`config.mk`:
```
export PLATFORM = sky130hd
export DESIGN_NAME = frame_scanner
export DESIGN_NICKNAME = d
export VERILOG_FILES = /design/src/rtl/frame_scanner.sv
export SDC_FILE = /design/constraint.sdc
export NUM_CORES = 1
export LEC_CHECK = 0
export ABC_AREA = 1
export ABC_CLOCK_PERIOD_IN_PS = 1200
export BUFFER_PORTS_ARGS = -buffer_cell sky130_fd_sc_hd__buf_2
export CORE_MARGIN = 3
export CORE_UTILIZATION = 45
export CTS_BUF_LIST = sky130_fd_sc_hd__clkbuf_8
export DETAILED_ROUTE_END_ITERATION = 7
export GPL_ROUTABILITY_DRIVEN = 0
export PLACE_DENSITY = 0.77
export REMOVE_ABC_BUFFERS = 1
export SKIP_LAST_GASP = 1
export SYNTH_ARGS = -nofsm -noshare
export SYNTH_HDL_FRONTEND = slang
export SYNTH_SLANG_ARGS = --single-unit
```
`constraint.sdc`:
```
create_clock -name clk_33m -period 1.2 [get_ports clk_33m]
set_input_delay 0.12 -clock clk_33m [delete_from_list [all_inputs] [get_ports clk_33m]]
set_output_delay 0.12 -clock clk_33m [all_outputs]
set_load 0.02 [all_outputs]
```
`src/rtl/frame_scanner.sv`:
```
// frame_scanner: raster timing generator and read side of the 2-bit palette
// framebuffer. It issues one read per active pixel, delays the sync/de bits to
// line up with the returned palette data, maps the palette to RGB, and swaps the
// front/back buffers only at the start of vertical blank.
// Optional build macro: FRAME_SCANNER_SCALE2_EN (2x pixel doubling of the read
// coordinates; timing is unchanged).
module frame_scanner #(
  parameter int COOR_WIDTH   = 12,
  parameter int H_ACTIVE     = 800,
  parameter int H_FP         = 40,
  parameter int H_SYNC       = 48,
  parameter int H_BP         = 88,
  parameter int V_ACTIVE     = 480,
  parameter int V_FP         = 13,
  parameter int V_SYNC       = 3,
  parameter int V_BP         = 32,
  parameter int READ_LATENCY = 2
) (
  input  logic                  clk_33m,
  input  logic                  rst_n,
  output logic                  read_en,
  output logic [COOR_WIDTH-1:0] read_x,
  output logic [COOR_WIDTH-1:0] read_y,
  output logic                  read_buf,
  input  logic [1:0]            read_palette,
  input  logic                  swap_req,
  output logic                  swap_ack,
  output logic                  frame_start,
  output logic                  video_hsync,
  output logic                  video_vsync,
  output logic                  video_de,
  output logic [7:0]            video_red,
  output logic [7:0]            video_green,
  output logic [7:0]            video_blue
);

  localparam int H_TOTAL = H_ACTIVE + H_FP + H_SYNC + H_BP;
  localparam int V_TOTAL = V_ACTIVE + V_FP + V_SYNC + V_BP;

  localparam logic [COOR_WIDTH-1:0] H_LAST = COOR_WIDTH'(H_TOTAL - 1);
  localparam logic [COOR_WIDTH-1:0] V_LAST = COOR_WIDTH'(V_TOTAL - 1);
  localparam logic [COOR_WIDTH-1:0] H_ACT  = COOR_WIDTH'(H_ACTIVE);
  localparam logic [COOR_WIDTH-1:0] V_ACT  = COOR_WIDTH'(V_ACTIVE);
  localparam logic [COOR_WIDTH-1:0] HS_BEG = COOR_WIDTH'(H_ACTIVE + H_FP);
  localparam logic [COOR_WIDTH-1:0] HS_END = COOR_WIDTH'(H_ACTIVE + H_FP + H_SYNC);
  localparam logic [COOR_WIDTH-1:0] VS_BEG = COOR_WIDTH'(V_ACTIVE + V_FP);
  localparam logic [COOR_WIDTH-1:0] VS_END = COOR_WIDTH'(V_ACTIVE + V_FP + V_SYNC);

  logic [COOR_WIDTH-1:0]   h_cnt_q, h_cnt_d;
  logic [COOR_WIDTH-1:0]   v_cnt_q, v_cnt_d;
  logic                    read_buf_q, read_buf_d;
  logic                    pending_q, pending_d;
  // de doubles as the read_en tag: a pixel is read exactly when it is displayed
  logic [READ_LATENCY-1:0] de_pipe_q, de_pipe_d;
  logic [READ_LATENCY-1:0] hs_pipe_q, hs_pipe_d;
  logic [READ_LATENCY-1:0] vs_pipe_q, vs_pipe_d;
  logic                    video_hsync_q, video_hsync_d;
  logic                    video_vsync_q, video_vsync_d;
  logic                    video_de_q, video_de_d;
  logic [23:0]             video_rgb_q, video_rgb_d;

  logic active;
  logic hs_n;
  logic vs_n;
  logic swap_now;

  // Raster region decode and the vertical-blank swap decision
  always_comb begin
    active      = (h_cnt_q < H_ACT) && (v_cnt_q < V_ACT);
    hs_n        = !((h_cnt_q >= HS_BEG) && (h_cnt_q < HS_END));
    vs_n        = !((v_cnt_q >= VS_BEG) && (v_cnt_q < VS_END));
    frame_start = (h_cnt_q == '0) && (v_cnt_q == V_ACT);
    swap_now    = frame_start && (pending_q || swap_req);
    swap_ack    = swap_now;
  end

  // Read request straight from the counters; read_en is held low while in reset
  // because the counters sit at the first active pixel there
  always_comb begin
    read_en  = active && rst_n;
    read_buf = read_buf_q;
`ifdef FRAME_SCANNER_SCALE2_EN
    read_x   = active ? (h_cnt_q >> 1) : '0;
    read_y   = active ? (v_cnt_q >> 1) : '0;
`else
    read_x   = active ? h_cnt_q : '0;
    read_y   = active ? v_cnt_q : '0;
`endif
  end

  // Next-state: counters, swap bookkeeping, alignment delay line and pixel map
  always_comb begin
    h_cnt_d    = h_cnt_q + 1'b1;
    v_cnt_d    = v_cnt_q;
    read_buf_d = read_buf_q;
    pending_d  = pending_q;

    if (h_cnt_q == H_LAST) begin
      h_cnt_d = '0;
      v_cnt_d = (v_cnt_q == V_LAST) ? '0 : v_cnt_q + 1'b1;
    end

    // Honour a request in the frame_start cycle itself; repeats only re-set pending
    if (swap_now) begin
      read_buf_d = !read_buf_q;
      pending_d  = 1'b0;
    end else if (swap_req) begin
      pending_d  = 1'b1;
    end

    de_pipe_d[0] = active;
    hs_pipe_d[0] = hs_n;
    vs_pipe_d[0] = vs_n;
    for (int i = 1; i < READ_LATENCY; i++) begin
      de_pipe_d[i] = de_pipe_q[i-1];
      hs_pipe_d[i] = hs_pipe_q[i-1];
      vs_pipe_d[i] = vs_pipe_q[i-1];
    end

    video_de_d    = de_pipe_q[READ_LATENCY-1];
    video_hsync_d = hs_pipe_q[READ_LATENCY-1];
    video_vsync_d = vs_pipe_q[READ_LATENCY-1];
    video_rgb_d   = 24'h000000;
    if (de_pipe_q[READ_LATENCY-1]) begin
      case (read_palette)
        2'd0:    video_rgb_d = 24'hFFFFFF;
        2'd1:    video_rgb_d = 24'hACACAC;
        2'd2:    video_rgb_d = 24'h535353;
        default: video_rgb_d = 24'h000000;
      endcase
    end
  end

  // State registers with asynchronous clear
  always_ff @(posedge clk_33m or negedge rst_n) begin
    if (!rst_n) begin
      h_cnt_q       <= '0;
      v_cnt_q       <= '0;
      read_buf_q    <= 1'b0;
      pending_q     <= 1'b0;
      de_pipe_q     <= '0;
      hs_pipe_q     <= '1;
      vs_pipe_q     <= '1;
      video_hsync_q <= 1'b1;
      video_vsync_q <= 1'b1;
      video_de_q    <= 1'b0;
      video_rgb_q   <= 24'h000000;
    end else begin
      h_cnt_q       <= h_cnt_d;
      v_cnt_q       <= v_cnt_d;
      read_buf_q    <= read_buf_d;
      pending_q     <= pending_d;
      de_pipe_q     <= de_pipe_d;
      hs_pipe_q     <= hs_pipe_d;
      vs_pipe_q     <= vs_pipe_d;
      video_hsync_q <= video_hsync_d;
      video_vsync_q <= video_vsync_d;
      video_de_q    <= video_de_d;
      video_rgb_q   <= video_rgb_d;
    end
  end

  assign video_hsync = video_hsync_q;
  assign video_vsync = video_vsync_q;
  assign video_de    = video_de_q;
  assign video_red   = video_rgb_q[23:16];
  assign video_green = video_rgb_q[15:8];
  assign video_blue  = video_rgb_q[7:0];

endmodule

```
# After elaboration in Yosys (flattened, before gate mapping)
# Index checks and enable logic that the tools add are counted.
[word_totals] ff_bits=59 out_inout_bits=55
[classes] addsub=2 n_lt_le_gt_ge=6 eq_ne=5 n_mux=8 reduce_logical=13
[ops] operator="one-hot mux 24 bit (3 select lines)" count=1
[ops] operator="two-way mux 12 bit" count=4
[ops] operator="adder 12 x 1 -> 12 bit, second input constant" count=2
[ops] operator="equality test 12 x 10 -> 1 bit, second input constant" count=2
[ops] operator="< comparator 12 x 10 -> 1 bit, second input constant" count=2
[ops] operator="< comparator 12 x 9 -> 1 bit, second input constant" count=2
[ops] operator="two-way mux 24 bit" count=1
[ops] operator="equality test 12 x 9 -> 1 bit, second input constant" count=1
[ops] operator="greater-or-equal comparator 12 x 10 -> 1 bit, second input constant" count=1
[ops] operator="greater-or-equal comparator 12 x 9 -> 1 bit, second input constant" count=1
[ops] operator="logical NOT 12 bit" count=1
[ops] operator="logical AND 1 bit" count=6
[ops] operator="logical NOT 1 bit" count=3
[ops] operator="equality test 2 x 1 -> 1 bit, second input constant" count=1
[ops] operator="equality test 2 bit, second input constant" count=1
[ops] operator="logical NOT 2 bit" count=1
[ops] operator="two-way mux 1 bit" count=2
[ops] operator="nonzero test 2 bit" count=1
[ops] operator="logical OR 1 bit" count=1

# Longest topological paths before layout
[depth] depth_word=4 ltp_mapped=9 depth_no_buf=9

# Worst setup path before layout
# OpenSTA, ideal clock, no wires.
[synth_timing] kind="register to output" start="register v_cnt_q[11]" end="output read_en" t_arrival_ns=1.307 required_ns=1.080 path_slack_ns=-0.227 stages_incl_launch_ff=9 path_buffers=1 cell_sequence="dfrtp_1 nor2_1 inv_1 nor2_1 nand3_1 nor2_2 inv_1 buf_2 nor2_1"
[synth_between] elab_chain_cells=3
[synth_lines] element="from (decl)" line_no="50" rtl="logic [COOR_WIDTH-1:0] v_cnt_q, v_cnt_d;"
[synth_lines] element="from (signal assigned)" line_no="150" rtl="v_cnt_q <= v_cnt_d;"
[synth_lines] element="< comparator 12 x 9 -> 1 bit" line_no="69" rtl="active = (h_cnt_q < H_ACT) && (v_cnt_q < V_ACT);"
[synth_lines] element="logical AND 1 bit" line_no="69"
[synth_lines] element="named net active" line_no="62" rtl="logic active;"
[synth_lines] element="logical AND 1 bit" line_no="80" rtl="read_en = active && rst_n;"
[synth_lines] element="to (decl)" line_no="21" rtl="output logic read_en,"
# The timed path passes the listed nets, and every way through them passes these cells.

# Worst setup path after layout
[layout_timing] start="register v_cnt_q[11]" end="output read_y[6]"
[layout_between] elab_chain_cells=3
[layout_lines] element="< comparator 12 x 9 -> 1 bit" line_no="69"
[layout_lines] element="logical AND 1 bit" line_no="69"
[layout_lines] element="named net active" line_no="62"
[layout_lines] element="two-way mux 12 bit" line_no="87" rtl="read_y = active ? v_cnt_q : '0;"
[layout_lines] element="to (decl)" line_no="23" rtl="output logic [COOR_WIDTH-1:0] read_y,"
# The timed path passes the listed nets, and every way through them passes these cells.

==> results.sh <==
export IMPL_nFillCells=298
export IMPL_crit_type="reg2out"
export IMPL_start_util=0.474
export IMPL_numCtsBuffers=5
export IMPL_synth_cells=297
export IMPL_synth_avg_cell_area_um2=7.69
export IMPL_htreeDepth=2
export IMPL_drc=0
export IMPL_drt_iter0_drc=265
export IMPL_setup_viol=48
export IMPL_io_pins=60
export IMPL_outcome="finished, violations left"
export IMPL_violations="negative setup slack"
export IMPL_die_area_um2=5970
export IMPL_rows=25
export IMPL_cts_path_max_buffers=2
export IMPL_grt_antenna_before_repair=0
export IMPL_arrival_ns=1.71
export IMPL_hpwl_um=4010
export IMPL_via_per_inst=5.22
export IMPL_preCtsSetupSlack_ns=-0.271
export IMPL_drive_above_1_share=0.590
export IMPL_yosys_warnings=0
export IMPL_antenna_left=0
export IMPL_fin_ws_ns=-0.627
export IMPL_die_h_um=77.2
export IMPL_wl_per_cell_um=17.2
export IMPL_grt_pass1_wl_um=11000
export IMPL_ys_seq_elements=37
export IMPL_grt_overflow_total=0
export IMPL_critPathRequiredTime_ns=1.08
export IMPL_fin_crit_ns=1.83
export IMPL_power_per_cell_area_nw_per_um2=724
export IMPL_clock_skew_ns=0.0124
export IMPL_numPortBuffers=54
export IMPL_path_delay_family="simple AND/OR/NAND/NOR gates"
export IMPL_antenna_cells=0
export IMPL_p_leak_uw=0.00190
export IMPL_timing_final_crit_share=1.52
export IMPL_peakVddDrop_mv=0.602
export IMPL_worst_path_buf_inv=4
export IMPL_drv_slew=0
export IMPL_rsz0062_at_grt="yes"
export IMPL_synth_area_um2=2280
export IMPL_vias=2502
export IMPL_clk_latency_ns=0.30
export IMPL_crit_slowest_cell="dfrtp_1"
export IMPL_cp_depth=9
export IMPL_yosysSeqAreaShare=0.409
export IMPL_crit_path_start_kind="register"
export IMPL_cts_tree="done"
export IMPL_hold_viol=0
export IMPL_die_w_um=77.2
export IMPL_cts_sinks=37
export IMPL_grt_start_max_net_pins=38
export IMPL_hold_depth=4
export IMPL_path_cells="nor2_2, inv_1, nor2_1, nand3_1, nor2_2, inv_2, buf_6, nor2_4, buf_6"
export IMPL_crit_fanout=5
export IMPL_coreArea_um2=4820
export IMPL_r2r_cells=9
export IMPL_drt_pre_antenna_iters=7
export IMPL_synth_distinct_cells=29
export IMPL_drt_wl_total_um=8250
export IMPL_hold_path_class="in2reg"
export IMPL_ctsRootBufferMaster="clkbuf_8"
export IMPL_slowest_delay_ns=0.41
export IMPL_fin_tns_setup_ns=-19.91
export IMPL_track_usage=0.234
export IMPL_nNetsFinal=422
export IMPL_area_growth_syn_to_layout_pct=65.0
export IMPL_timing_fmax_mhz=547
export IMPL_clk_pin_slew_ns=0.08
export IMPL_grt_pass1_vias=2327
export IMPL_drv_cap=0
export IMPL_worstSetupEndpointType="output pin"
==> registers in the layout (all words and copies together), names as in the netlist <==
register and cells:
h_cnt_q 12, v_cnt_q 12, de_pipe_q 2, hs_pipe_q 2
video_rgb_q 2, vs_pipe_q 2, pending_q 1, read_buf 1
video_de 1, video_hsync 1, video_vsync 1
==> cells in the mapped netlist <==
| master | count | area, µm² |
|---|---|---|
| dfstp_2 | 6 | 158 |
| o21ai_0 | 2 | 10.0 |
| nor2_1 | 58 | 218 |
| nor3_1 | 7 | 35.0 |
| dfrtp_1 | 31 | 776 |
| inv_2 | 2 | 7.51 |
| conb_1 | 1 | 3.75 |
| inv_1 | 50 | 188 |
| nor2_8 | 1 | 20.0 |
| nand3_2 | 1 | 10.0 |
| ha_1 | 6 | 75.1 |
| nand4_2 | 1 | 12.5 |
| nor2_4 | 1 | 11.3 |
| nor2_2 | 4 | 25.0 |
| a21oi_2 | 1 | 8.76 |
| nand2_4 | 2 | 22.5 |
| nand2_1 | 52 | 195 |
| a21oi_1 | 3 | 15.0 |
| nand2_2 | 2 | 12.5 |
| nand3_1 | 12 | 60.1 |
| nand4_1 | 7 | 43.8 |
| nor4_1 | 1 | 6.26 |
| o2111ai_1 | 1 | 8.76 |
| or2_2 | 1 | 6.26 |
| buf_4 | 28 | 210 |
| nor3_2 | 1 | 10.0 |
| xor2_1 | 12 | 105 |
| buf_12 | 1 | 20.0 |
| buf_2 | 2 | 10.0 |
==> logic make-up (layout without fill, tap and decap cells) <==
logic type      after synthesis  count (layout)  share of synthesized area
simple gates                151             152                      0.301
buf+inv                      83             193                      0.191
fa+ha+maj                     6               6                     0.0329
xor+xnor                     12              12                     0.0460
compound gates                7               7                     0.0186
flops                        37              37                      0.409
other cells                   1               5                    0.00164
==> worst reg2reg max path, delay by kind of cell (launching register included) <==
family / cells / cell delay (ns)
simple gates: 7 / 0.84
flops: 1 / 0.41
buf+inv: 2 / 0.26
==> what timing repair did <==
item,4_1_cts,5_1_grt
hold buffers,3,0
setup endpoints to repair,48,51
pin swaps,14,30
cloned,1,0
setup buffers,17,16
resized for setup,81,92
hold endpoints to repair,33,0
==> placed cells by master, fill, tap and decap left out, types with 5 or more instances in the layout <==
master / synthesis / final
buf_2: 2 / 32
buf_4: 28 / 67
buf_6: 0 / 29
clkbuf_8: 0 / 5
conb_1: 1 / 5
dfrtp_1: 31 / 31
dfstp_2: 6 / 6
inv_1: 50 / 36
inv_2: 2 / 12
nand2_1: 52 / 38
nand2_2: 2 / 12
nand2_4: 2 / 5
nand3_1: 12 / 8
nand4_1: 7 / 7
nor2_1: 58 / 25
nor2_2: 4 / 18
nor2_4: 1 / 21
nor3_2: 1 / 5
xor2_1: 12 / 10
==> area by class of cell <==
| class | instances | area, µm² | share of cell area |
|---|---|---|---|
| flip-flops and latches | 37 | 933 | 0.248 |
| multi-input cells | 182 | 1350 | 0.359 |
| clock inverters | 3 | 65.1 | 0.0173 |
| clock buffers | 5 | 68.8 | 0.0183 |
| repair buffers | 133 | 1060 | 0.281 |
| well taps | 67 | 83.8 | 0.0222 |
| inverters | 52 | 205 | 0.0544 |
==> worst paths after layout <==
path,startpoint,end,slack (ns)
hold reg to reg,de_pipe_q[0]$_DFF_PN0_,de_pipe_q[1]$_DFF_PN0_,0.35
max in group asynchronous,rst_n,hs_pipe_q[0]$_DFF_PN1_,0.39
setup reg to reg,v_cnt_q[1]$_DFFE_PN0N_,v_cnt_q[9]$_DFFE_PN0N_,-0.43
hold / removal,swap_req,pending_q$_DFFE_PN0P_,0.19
min in group asynchronous,rst_n,v_cnt_q[7]$_DFFE_PN0N_,0.42
setup / recovery,v_cnt_q[11]$_DFFE_PN0N_,read_y[6],-0.63
==> power breakdown <==
group	switching (µW)	internal (µW)	leakage [µW]
logic	115	44.1	0.00138
clock network	484	826	0.0000681
registers	7.12	1250	0.000456
total	606	2120	0.00190
==> routing by layer <==
metal	part of all wire	GRT usage
met5	0	0
met4	0.049	0.101
met3	0.077	0.0423
met2	0.49	0.415
met1	0.38	0.273
==> per-stage QoR <==
stage,power [µW],hold slack (ns),cell area [µm²],instances,util
floorplan,1360,-0.176,2060,270,-
global placement,1430,0.247,2810,442,0.583
detailed placement,1430,0.243,2810,442,0.583
CTS,2720,0.198,3370,471,0.700
global route,2800,0.246,3770,479,0.782
finish,2730,0.192,3770,479,0.782
No activity file was read; power rests on OpenSTA's default activity.
